**config.mk**
```make
export PLATFORM = sky130hd
export DESIGN_NAME = mem_arbiter_flat
export DESIGN_NICKNAME = d
export VERILOG_FILES = /design/src/rtl/riscv_mem_pkg.sv /design/src/rtl/mem_arbiter_if.sv /design/src/rtl/mem_req_latch.sv /design/src/rtl/mem_arbiter.sv /design/src/flat_wrapper.sv
export SDC_FILE = /design/constraint.sdc
export NUM_CORES = 1
export LEC_CHECK = 0
export CORE_ASPECT_RATIO = 0.7
export CORE_MARGIN = 3
export CORE_UTILIZATION = 32
export DETAILED_ROUTE_END_ITERATION = 12
export HOLD_SLACK_MARGIN = 0.03
export SKIP_LAST_GASP = 1
export SYNTH_ARGS = -nofsm -noshare
export SYNTH_HDL_FRONTEND = slang
export SYNTH_SLANG_ARGS = --single-unit
```
**constraint.sdc**
```tcl
create_clock -name clk -period 2.18 [get_ports clk]
set_input_delay 0.218 -clock clk [delete_from_list [all_inputs] [get_ports clk]]
set_output_delay 0.218 -clock clk [all_outputs]
set_load 0.03 [all_outputs]
```
**src/rtl/riscv_mem_pkg.sv**
```systemverilog
// Shared definitions for the strobe/busy memory bus: arbiter states,
// address/data widths and the latched request record.
package riscv_mem_pkg;

    localparam int unsigned MEM_ADDR_WIDTH = 24;
    localparam int unsigned MEM_DATA_W     = 32;
    localparam int unsigned MEM_MASK_W     = 4;

    typedef enum logic {
        S_ARB  = 1'b0,
        S_WAIT = 1'b1
    } arb_state_e;

    typedef struct packed {
        logic [MEM_DATA_W-1:0] addr;
        logic [MEM_DATA_W-1:0] wdata;
        logic [MEM_MASK_W-1:0] wmask;
        logic                  rstrb;
    } mem_req_t;

endpackage

```
**src/rtl/mem_arbiter_if.sv**
```systemverilog
// Strobe/busy memory bus. The requester drives the master side; the memory
// (or the arbiter's upstream ports) implements the slave side.
interface mem_arbiter_if;
    import riscv_mem_pkg::*;

    logic [MEM_DATA_W-1:0] addr;
    logic                  rstrb;
    logic [MEM_DATA_W-1:0] wdata;
    logic [MEM_MASK_W-1:0] wmask;
    logic [MEM_DATA_W-1:0] rdata;
    logic                  rbusy;

    modport master (output addr, rstrb, wdata, wmask, input rdata, rbusy);
    modport slave  (input addr, rstrb, wdata, wmask, output rdata, rbusy);

endinterface

```
**src/rtl/mem_req_latch.sv**
```systemverilog
// Per-requester capture: holds the strobed request until it completes
// downstream and keeps the last read data for the requester.
module mem_req_latch
    import riscv_mem_pkg::*;
#(
    parameter int unsigned ADDR_WIDTH = MEM_ADDR_WIDTH
) (
    input  logic                  clk,
    input  logic                  reset,
    input  logic [ADDR_WIDTH-1:0] i_addr,
    input  logic                  i_rstrb,
    input  logic [MEM_DATA_W-1:0] i_wdata,
    input  logic [MEM_MASK_W-1:0] i_wmask,
    input  logic                  i_done,
    input  logic [MEM_DATA_W-1:0] i_s_rdata,
    output logic                  o_pend,
    output mem_req_t              o_req,
    output logic [MEM_DATA_W-1:0] o_rdata_q
);

    logic                  w_strobe;
    logic                  w_accept;
    logic                  r_pend;
    logic [ADDR_WIDTH-1:0] r_addr;
    logic [MEM_DATA_W-1:0] r_wdata;
    logic [MEM_MASK_W-1:0] r_wmask;
    logic                  r_rstrb;
    logic [MEM_DATA_W-1:0] r_rdata_q;

    // A new strobe is legal when idle or in the completion cycle of the previous one.
    assign w_strobe = i_rstrb || (|i_wmask);
    assign w_accept = w_strobe && (!r_pend || i_done);

    always_ff @(posedge clk) begin
        if (reset) begin
            r_pend    <= 1'b0;
            r_addr    <= '0;
            r_wdata   <= '0;
            r_wmask   <= '0;
            r_rstrb   <= 1'b0;
            r_rdata_q <= '0;
        end else begin
            if (w_accept) begin
                r_addr  <= i_addr;
                r_wdata <= i_wdata;
                r_wmask <= i_wmask;
                r_rstrb <= i_rstrb;
            end
            if (i_done) begin
                r_rdata_q <= i_s_rdata;
            end
            if (w_accept) begin
                r_pend <= 1'b1;
            end else if (i_done) begin
                r_pend <= 1'b0;
            end
        end
    end

    assign o_pend       = r_pend;
    assign o_req.addr   = MEM_DATA_W'(r_addr);
    assign o_req.wdata  = r_wdata;
    assign o_req.wmask  = r_wmask;
    assign o_req.rstrb  = r_rstrb;
    assign o_rdata_q    = r_rdata_q;

    ap_no_overlap: assert property (@(posedge clk) disable iff (reset)
        !(w_strobe && r_pend && !i_done));

endmodule

```
**src/rtl/mem_arbiter.sv**
```systemverilog
// Two-requester arbiter for a single strobe/busy memory port: latches
// requests, replays the winner downstream and routes completion back.
module mem_arbiter
    import riscv_mem_pkg::*;
#(
    parameter int unsigned ADDR_WIDTH = MEM_ADDR_WIDTH,
    parameter bit          FIXED_PRIO = 1'b0
) (
    input  logic          clk,
    input  logic          reset,
    mem_arbiter_if.slave  m0,
    mem_arbiter_if.slave  m1,
    mem_arbiter_if.master s
);

    arb_state_e            r_state;
    logic                  r_owner;
    logic                  r_last_grant;
    logic [MEM_DATA_W-1:0] r_s_addr;
    logic [MEM_DATA_W-1:0] r_s_wdata;

    logic                  w_pend0, w_pend1;
    logic                  w_done0, w_done1;
    mem_req_t              w_req0, w_req1, w_sel;
    logic [MEM_DATA_W-1:0] w_rdata_q0, w_rdata_q1;
    logic                  w_grant;
    logic                  w_winner;
    logic [MEM_DATA_W-1:0] w_s_addr;
    logic [MEM_DATA_W-1:0] w_s_wdata;

    mem_req_latch #(.ADDR_WIDTH(ADDR_WIDTH)) u_latch0 (
        .clk       (clk),
        .reset     (reset),
        .i_addr    (m0.addr[ADDR_WIDTH-1:0]),
        .i_rstrb   (m0.rstrb),
        .i_wdata   (m0.wdata),
        .i_wmask   (m0.wmask),
        .i_done    (w_done0),
        .i_s_rdata (s.rdata),
        .o_pend    (w_pend0),
        .o_req     (w_req0),
        .o_rdata_q (w_rdata_q0)
    );

    mem_req_latch #(.ADDR_WIDTH(ADDR_WIDTH)) u_latch1 (
        .clk       (clk),
        .reset     (reset),
        .i_addr    (m1.addr[ADDR_WIDTH-1:0]),
        .i_rstrb   (m1.rstrb),
        .i_wdata   (m1.wdata),
        .i_wmask   (m1.wmask),
        .i_done    (w_done1),
        .i_s_rdata (s.rdata),
        .o_pend    (w_pend1),
        .o_req     (w_req1),
        .o_rdata_q (w_rdata_q1)
    );

    always_comb begin
        w_done0 = (r_state == S_WAIT) && !s.rbusy && !r_owner;
        w_done1 = (r_state == S_WAIT) && !s.rbusy &&  r_owner;
        w_grant = (r_state == S_ARB) && (w_pend0 || w_pend1);
        // On a tie, round-robin hands the bus to the port that did not win last.
        if (w_pend0 && w_pend1) begin
            w_winner = FIXED_PRIO ? 1'b0 : ~r_last_grant;
        end else begin
            w_winner = w_pend1;
        end
        w_sel     = w_winner ? w_req1 : w_req0;
        w_s_addr  = w_grant ? w_sel.addr  : r_s_addr;
        w_s_wdata = w_grant ? w_sel.wdata : r_s_wdata;
    end

    always_ff @(posedge clk) begin
        if (reset) begin
            r_state      <= S_ARB;
            r_owner      <= 1'b0;
            r_last_grant <= 1'b1;
            r_s_addr     <= '0;
            r_s_wdata    <= '0;
        end else begin
            r_s_addr  <= w_s_addr;
            r_s_wdata <= w_s_wdata;
            case (r_state)
                S_ARB: begin
                    if (w_grant) begin
                        r_owner      <= w_winner;
                        r_last_grant <= w_winner;
                        r_state      <= S_WAIT;
                    end
                end
                S_WAIT: begin
                    if (!s.rbusy) begin
                        r_state <= S_ARB;
                    end
                end
                default: r_state <= S_ARB;
            endcase
        end
    end

    assign s.addr   = w_s_addr;
    assign s.wdata  = w_s_wdata;
    assign s.rstrb  = w_grant && w_sel.rstrb;
    assign s.wmask  = w_grant ? w_sel.wmask : '0;

    assign m0.rbusy = w_pend0 && !w_done0;
    assign m1.rbusy = w_pend1 && !w_done1;
    assign m0.rdata = w_done0 ? s.rdata : w_rdata_q0;
    assign m1.rdata = w_done1 ? s.rdata : w_rdata_q1;

endmodule
```
**src/flat_wrapper.sv**
```systemverilog
// flat-port wrapper written by rule: the top's interface ports become plain ports
module mem_arbiter_flat import riscv_mem_pkg::*;
#(
    parameter int unsigned ADDR_WIDTH = MEM_ADDR_WIDTH,
    parameter bit          FIXED_PRIO = 1'b0
)
  (clk, reset, m0_addr, m0_rstrb, m0_wdata, m0_wmask, m0_rdata, m0_rbusy, m1_addr, m1_rstrb, m1_wdata, m1_wmask, m1_rdata, m1_rbusy, s_addr, s_rstrb, s_wdata, s_wmask, s_rdata, s_rbusy);
  mem_arbiter_if m0_i ();
  mem_arbiter_if m1_i ();
  mem_arbiter_if s_i ();
  input  logic clk;
  input  logic reset;
  input wire logic [$bits(m0_i.addr)-1:0] m0_addr;
  input wire logic [$bits(m0_i.rstrb)-1:0] m0_rstrb;
  input wire logic [$bits(m0_i.wdata)-1:0] m0_wdata;
  input wire logic [$bits(m0_i.wmask)-1:0] m0_wmask;
  output wire logic [$bits(m0_i.rdata)-1:0] m0_rdata;
  output wire logic [$bits(m0_i.rbusy)-1:0] m0_rbusy;
  input wire logic [$bits(m1_i.addr)-1:0] m1_addr;
  input wire logic [$bits(m1_i.rstrb)-1:0] m1_rstrb;
  input wire logic [$bits(m1_i.wdata)-1:0] m1_wdata;
  input wire logic [$bits(m1_i.wmask)-1:0] m1_wmask;
  output wire logic [$bits(m1_i.rdata)-1:0] m1_rdata;
  output wire logic [$bits(m1_i.rbusy)-1:0] m1_rbusy;
  output wire logic [$bits(s_i.addr)-1:0] s_addr;
  output wire logic [$bits(s_i.rstrb)-1:0] s_rstrb;
  output wire logic [$bits(s_i.wdata)-1:0] s_wdata;
  output wire logic [$bits(s_i.wmask)-1:0] s_wmask;
  input wire logic [$bits(s_i.rdata)-1:0] s_rdata;
  input wire logic [$bits(s_i.rbusy)-1:0] s_rbusy;
  assign m0_i.addr = m0_addr;
  assign m0_i.rstrb = m0_rstrb;
  assign m0_i.wdata = m0_wdata;
  assign m0_i.wmask = m0_wmask;
  assign m0_rdata = m0_i.rdata;
  assign m0_rbusy = m0_i.rbusy;
  assign m1_i.addr = m1_addr;
  assign m1_i.rstrb = m1_rstrb;
  assign m1_i.wdata = m1_wdata;
  assign m1_i.wmask = m1_wmask;
  assign m1_rdata = m1_i.rdata;
  assign m1_rbusy = m1_i.rbusy;
  assign s_addr = s_i.addr;
  assign s_rstrb = s_i.rstrb;
  assign s_wdata = s_i.wdata;
  assign s_wmask = s_i.wmask;
  assign s_i.rdata = s_rdata;
  assign s_i.rbusy = s_rbusy;
  mem_arbiter #(.ADDR_WIDTH(ADDR_WIDTH), .FIXED_PRIO(FIXED_PRIO)) u_core (.clk(clk), .reset(reset), .m0(m0_i), .m1(m1_i), .s(s_i));
endmodule
```
==> Yosys cells after proc, flatten, opt, wreduce, memory -nomap -nowiden <==
Index checks and enable logic that the tools add are counted.
{ "op_classes": {"add_sub_neg": 0, "n_mul": 0, "div_mod_pow": 0, "magnitude_cmp": 0, "eq_ne": 0, "shift": 0, "n_mux": 14, "n_bitwise": 2, "n_reduce_logical": 26} }
{ "ops": {"columns": ["operator", "n"], "rows": [
  ["32-bit 2-to-1 mux", 4],
  ["61-bit 2-to-1 mux", 1],
  ["1-bit logical AND", 10],
  ["4-bit OR reduction", 2],
  ["1-bit 2-to-1 mux", 7],
  ["1-bit zero test", 6],
  ["1-bit logical OR", 5],
  ["4-bit 2-to-1 mux", 1],
  ["2-bit nonzero test", 2],
  ["1-bit inverter", 2],
  ["1-bit case mux with 2 select lines", 1],
  ["2-bit AND reduction", 1]
]} }
{ "totals": {"regBits": 255, "latchBits": 0, "ram_bits": 0, "romBits": 0, "word_cells": 59, "n_memories": 0} }

==> Logic depth before layout (Yosys ltp) <==
{ "depth": {"depth_word": 6, "depth_mapped": 5, "mapped_depth_nobuf": 4} }

==> Modules after synthesis <==
Synthesis repeated with hierarchy kept, for this count alone.
{ "hier_totals": {"hier_cells": 1639, "hier_area_um2": 14072.2} }
{ "modules_own_cells": {"columns": ["module", "n_inst", "cells_per_inst", "area_each_um2", "seq_area_each_um2"], "rows": [
  ["mem_req_latch", 2, 553, 4954.8, 1881.8],
  ["mem_arbiter", 1, 533, 4162.7, 1341.3]
]} }

==> Worst setup path before layout <==
No wires, ideal clock.
{ "synth_timing": {"path_type": "reg2out", "from": "register u_core.u_latch1.r_pend (netlist: u_core.u_latch1.o_pend)", "to": "output s_addr[10]", "arrival_ps": 1542, "required_time_ps": 1962, "path_slack_ps": 420, "path_stages_with_launch": 6, "path_buffers": 3, "path_cell_list": "dfxtp_1 -> o21ba_2 -> buf_2 -> buf_2 -> clkbuf_1 -> a21oi_1"} }
{ "synth_via": {"elab_chain_len": 4} }
{ "synth_lines": {"columns": ["element", "line_no", "text"], "rows": [
  ["from (decl)", "mem_req_latch.sv:23", "logic r_pend;"],
  ["from (signal assigned)", "mem_req_latch.sv:36", "r_pend <= 1'b0;"],
  ["from (signal assigned)", "mem_req_latch.sv:53", "r_pend <= 1'b1;"],
  ["from (signal assigned)", "mem_req_latch.sv:55", "r_pend <= 1'b0;"],
  ["1-bit logical AND", "mem_arbiter.sv:64", "if (w_pend0 && w_pend1) begin"],
  ["1-bit 2-to-1 mux", "mem_arbiter.sv:64", null],
  ["61-bit 2-to-1 mux", "mem_arbiter.sv:69", "w_sel = w_winner ? w_req1 : w_req0;"],
  ["32-bit 2-to-1 mux (*)", "mem_arbiter.sv:70", "w_s_addr = w_grant ? w_sel.addr : r_s_addr;"],
  ["to (decl)", "flat_wrapper.sv:25", "output wire logic [$bits(s_i.addr)-1:0] s_addr;"]
]} }
Every way passes the cells marked *; elsewhere a longest branch is shown, timed or not.

==> Worst setup path in the final report <==
{ "layout_timing": {"from": "register u_core.r_state", "to": "output m1_rdata[18]"} }
{ "layout_via": {"elab_chain_len": 3} }
{ "layout_lines": {"columns": ["element", "line_no", "text"], "rows": [
  ["from (decl)", "mem_arbiter.sv:16", "arb_state_e r_state;"],
  ["from (signal assigned)", "mem_arbiter.sv:76", "r_state <= S_ARB;"],
  ["from (signal assigned)", "mem_arbiter.sv:89", "r_state <= S_WAIT;"],
  ["from (signal assigned)", "mem_arbiter.sv:94", "r_state <= S_ARB;"],
  ["1-bit logical AND (2 in a row)", "mem_arbiter.sv:61", "w_done1 = (r_state == S_WAIT) && !s.rbusy && r_owner;"],
  ["32-bit 2-to-1 mux", "mem_arbiter.sv:110", "assign m1.rdata = w_done1 ? s.rdata : w_rdata_q1;"],
  ["to (decl)", "flat_wrapper.sv:23", "output wire logic [$bits(m1_i.rdata)-1:0] m1_rdata;"]
]} }
No other way between the ends.

==> metrics.md <==
| Metric | Value |
|---|---|
| Internal Power | `9440 µW` |
| Initial antenna violation count | `3` |
| CTS Buf Count | `27` |
| First-pass GRT wire length | `54.6 mm` |
| Clock Skew | `0.00768 ns` |
| DRC | `0` |
| CTS tree | `built` |
| Detailed Route WL | `36.0 mm` |
| Design area | `0.0185 mm²` |
| CTS Sinks | `255` |
| Area grow syn2layout | `64.2%` |
| Final ANT Viol Nets | `0` |
| DRT iter0 DRCs | `446` |
| P_leak | `0.00739 µW` |
| Die Width | `230 µm` |
| Yosys Warn Count | `0` |
| Die ar. | `0.0375 mm²` |
| Most common cell after layout, fill and taps aside | `dfxtp_1` |
| CP endpoint kind | `output port` |
| Fmax | `0.425 GHz` |
| Die height | `163 µm` |
| Core area | `0.0341 mm²` |
| Dpl cell area | `0.0146 mm²` |
| Port buffer count | `291` |
| First-pass DRT Iterations | `4` |
| Worst-path fanout max | `6` |
| Cts hold-fix bufs | `0` |
| GRT overflow | `0` |
| Mapped Nets | `1288` |
| Share of cells above drive strength 1 | `34.8%` |
| Routed wire length per instance | `18.5 µm` |
| Clock power share | `33.5%` |
| Vias per Instance | `4.67` |
| FP Rows | `56` |
| Fillers | `2962` |
| Routed vias | `9103` |
| Fin nets | `1636` |
| Violated checks | `negative setup slack` |
| Max capacitance violation total | `0` |
| Status | `finished with violations` |
| Register clock-pin slew on the reported worst setup and hold paths | `0.06 ns` |
| Maximum vdd drop | `448 µV` |
| Worst-Margin Slew | `0.686 ns` |
| Period utilization | `108%` |
| Sequential area share after synthesis | `45.3%` |
| P_sw | `3920 µW` |
| Arr. time, crit path | `2.14 ns` |
| Final Hold Vio Count | `0` |
| Gate power share | `27.5%` |
| Min-Delay Path Class | `in2reg` |
| PD cells | `722 mW/mm²` |
| Worst rel slew slack | `54.3%` |
| Crit Path Category | `reg2out` |
| CTS root buffer | `clkbuf_16` |
| Initial Util | `33.1%` |
| Mean area per synthesized cell | `10.1 µm²` |
| Vias in the first global route | `9321` |
| Sequential share of power | `38.9%` |
| Count of state elements after synthesis | `255` |
| Clk buf depth | `3` |
| I/O pin count | `308` |
| Dpl hpwl | `21.1 mm` |
| Final setup fails | `119` |
| Startpoint class of the critical path | `register` |
| Skew-Pair Late Insertion Delay | `0.54 ns` |
| Syn Std Cell Area | `0.0113 mm²` |
| Synth Instances | `1115` |
| Overall Power | `13400 µW` |
| Net Sw Frac | `29.3%` |
| RePlAce Congestion | `0.776` |
| Tmin final | `2.35 ns` |
| Slew Limit Fails | `0` |
| RSZ-0062 raised after global routing | `true` |
| Largest net degree at the start of global routing | `110` |
| All-Layer GR Usage | `18.4%` |
| Place WS | `-0.243 ns` |
| H-tree depth | `1` |
| Setup ws final | `-0.173 ns` |
| Critical Path RT | `1.96 ns` |
| Most frequent cells in the layout | `dfxtp_1, nand2b_1, clkdlybuf4s50_1` |
| Unique masters post-synth | `27` |
-- final timing paths --
kind | startpoint | to | slack, ns | cells after the start
worst min-delay path | m1_addr[16] | u_core.u_latch1.r_addr[16] | 0.24 | 3
worst max-delay path | u_core.r_state | m1_rdata[18] | -0.17 | 8
worst min register to register | u_core.r_s_addr[31] | u_core.r_s_addr[31] | 0.45 | 1
worst max register to register | u_core.r_state | u_core.u_latch0.r_addr[6] | 0.29 | 8
-- layer usage --
layer	part of all wire [%]	track usage, %
met1	48	25.9
met4	2.2	4.42
met5	0.050	0
met2	44	28.1
met3	5.6	4.72
-- state kept, by name, indices dropped and copies added (netlist names), 24 cells and up --
name                       flops
u_core.r_s_wdata              32
u_core.u_latch1.r_addr        24
u_core.u_latch0.r_addr        24
u_core.u_latch0.r_wdata       32
u_core.u_latch0.o_rdata_q     32
u_core.u_latch1.r_wdata       32
u_core.u_latch1.o_rdata_q     32
u_core.r_s_addr               32
-- cell type report --
class,count,area [µm²],area share (%)
Antenna cell,3,7.51,0.0406
Clock buffer,38,767,4.15
Clock inverter,10,78.8,0.426
Inverter,11,41.3,0.223
Multi-Input combinational cell,761,7010,37.9
Sequential cell,255,5120,27.7
Tap cell,464,581,3.14
Timing Repair Buffer,407,4890,26.4
-- critical path: stages, from the launching register on --
cell	delay, ns
dfxtp_2	0.34
buf_6	0.10
nand3b_1	0.15
buf_12	0.18
buf_12	0.12
buf_12	0.12
buf_16	0.13
mux2_4	0.31
buf_6	0.14
-- synthesized netlist by cell type --
master | n | area, µm²
dfxtp_1 | 255 | 5100
nand2b_1 | 238 | 1490
mux2i_1 | 176 | 1760
nor2_1 | 66 | 248
mux2_2 | 64 | 721
nor2b_1 | 64 | 400
a21oi_1 | 57 | 285
a211oi_1 | 56 | 420
clkbuf_1 | 51 | 191
buf_6 | 17 | 191
and2_1 | 16 | 100
buf_2 | 12 | 60.1
inv_1 | 11 | 41.3
buf_4 | 7 | 52.6
o32ai_1 | 7 | 61.3
nor3_1 | 4 | 20.0
a22oi_1 | 2 | 15.0
a31oi_1 | 2 | 12.5
o21bai_1 | 2 | 15.0
a21boi_1 | 1 | 7.51
a2bb2oi_1 | 1 | 8.76
and3_1 | 1 | 6.26
buf_1 | 1 | 3.75
nand2_1 | 1 | 3.75
nand3b_1 | 1 | 7.51
nor3b_4 | 1 | 18.8
o21ba_2 | 1 | 10.0
-- timing repair --
action                     in CTS  in global routing
buffers inserted               46                 21
resized for setup             428                328
setup endpoints to repair     124                130
gates cloned                   23                  4
pin swaps                      20                 18
-- kinds of logic after synthesis --
kind of cell           Yosys count  synth area share [%]
buffers and inverters           99                  4.80
multiplexers                   240                  22.1
flip-flops                     255                  45.3
AO/OA/AOI/OAI                  129                  7.42
AND/OR/NAND/NOR                392                  20.4
-- through the flow --
step	hold WS (ns)	instances	setup TNS [ns]	utilization [%]
after floorplan	0.373	1115	0	-
after global placement	0.434	1815	-7.17	42.9
after detailed placement	0.435	1815	-9.02	42.9
after CTS	0.202	1932	-15.02	51.6
after global routing	0.216	1947	-15.40	54.3
final	0.236	1949	-6.72	54.3
-- power groups by stage --
stage               Clock (µW)  Sequential, µW  Combinational (µW)
floorplan                    0            5160                1560
global placement             0            5190                2570
detailed placement           0            5200                2580
CTS                       4610            5160                3400
global route              4820            5230                3890
finish                    4480            5200                3680
Note: power is estimated with default switching activity, not from simulation.
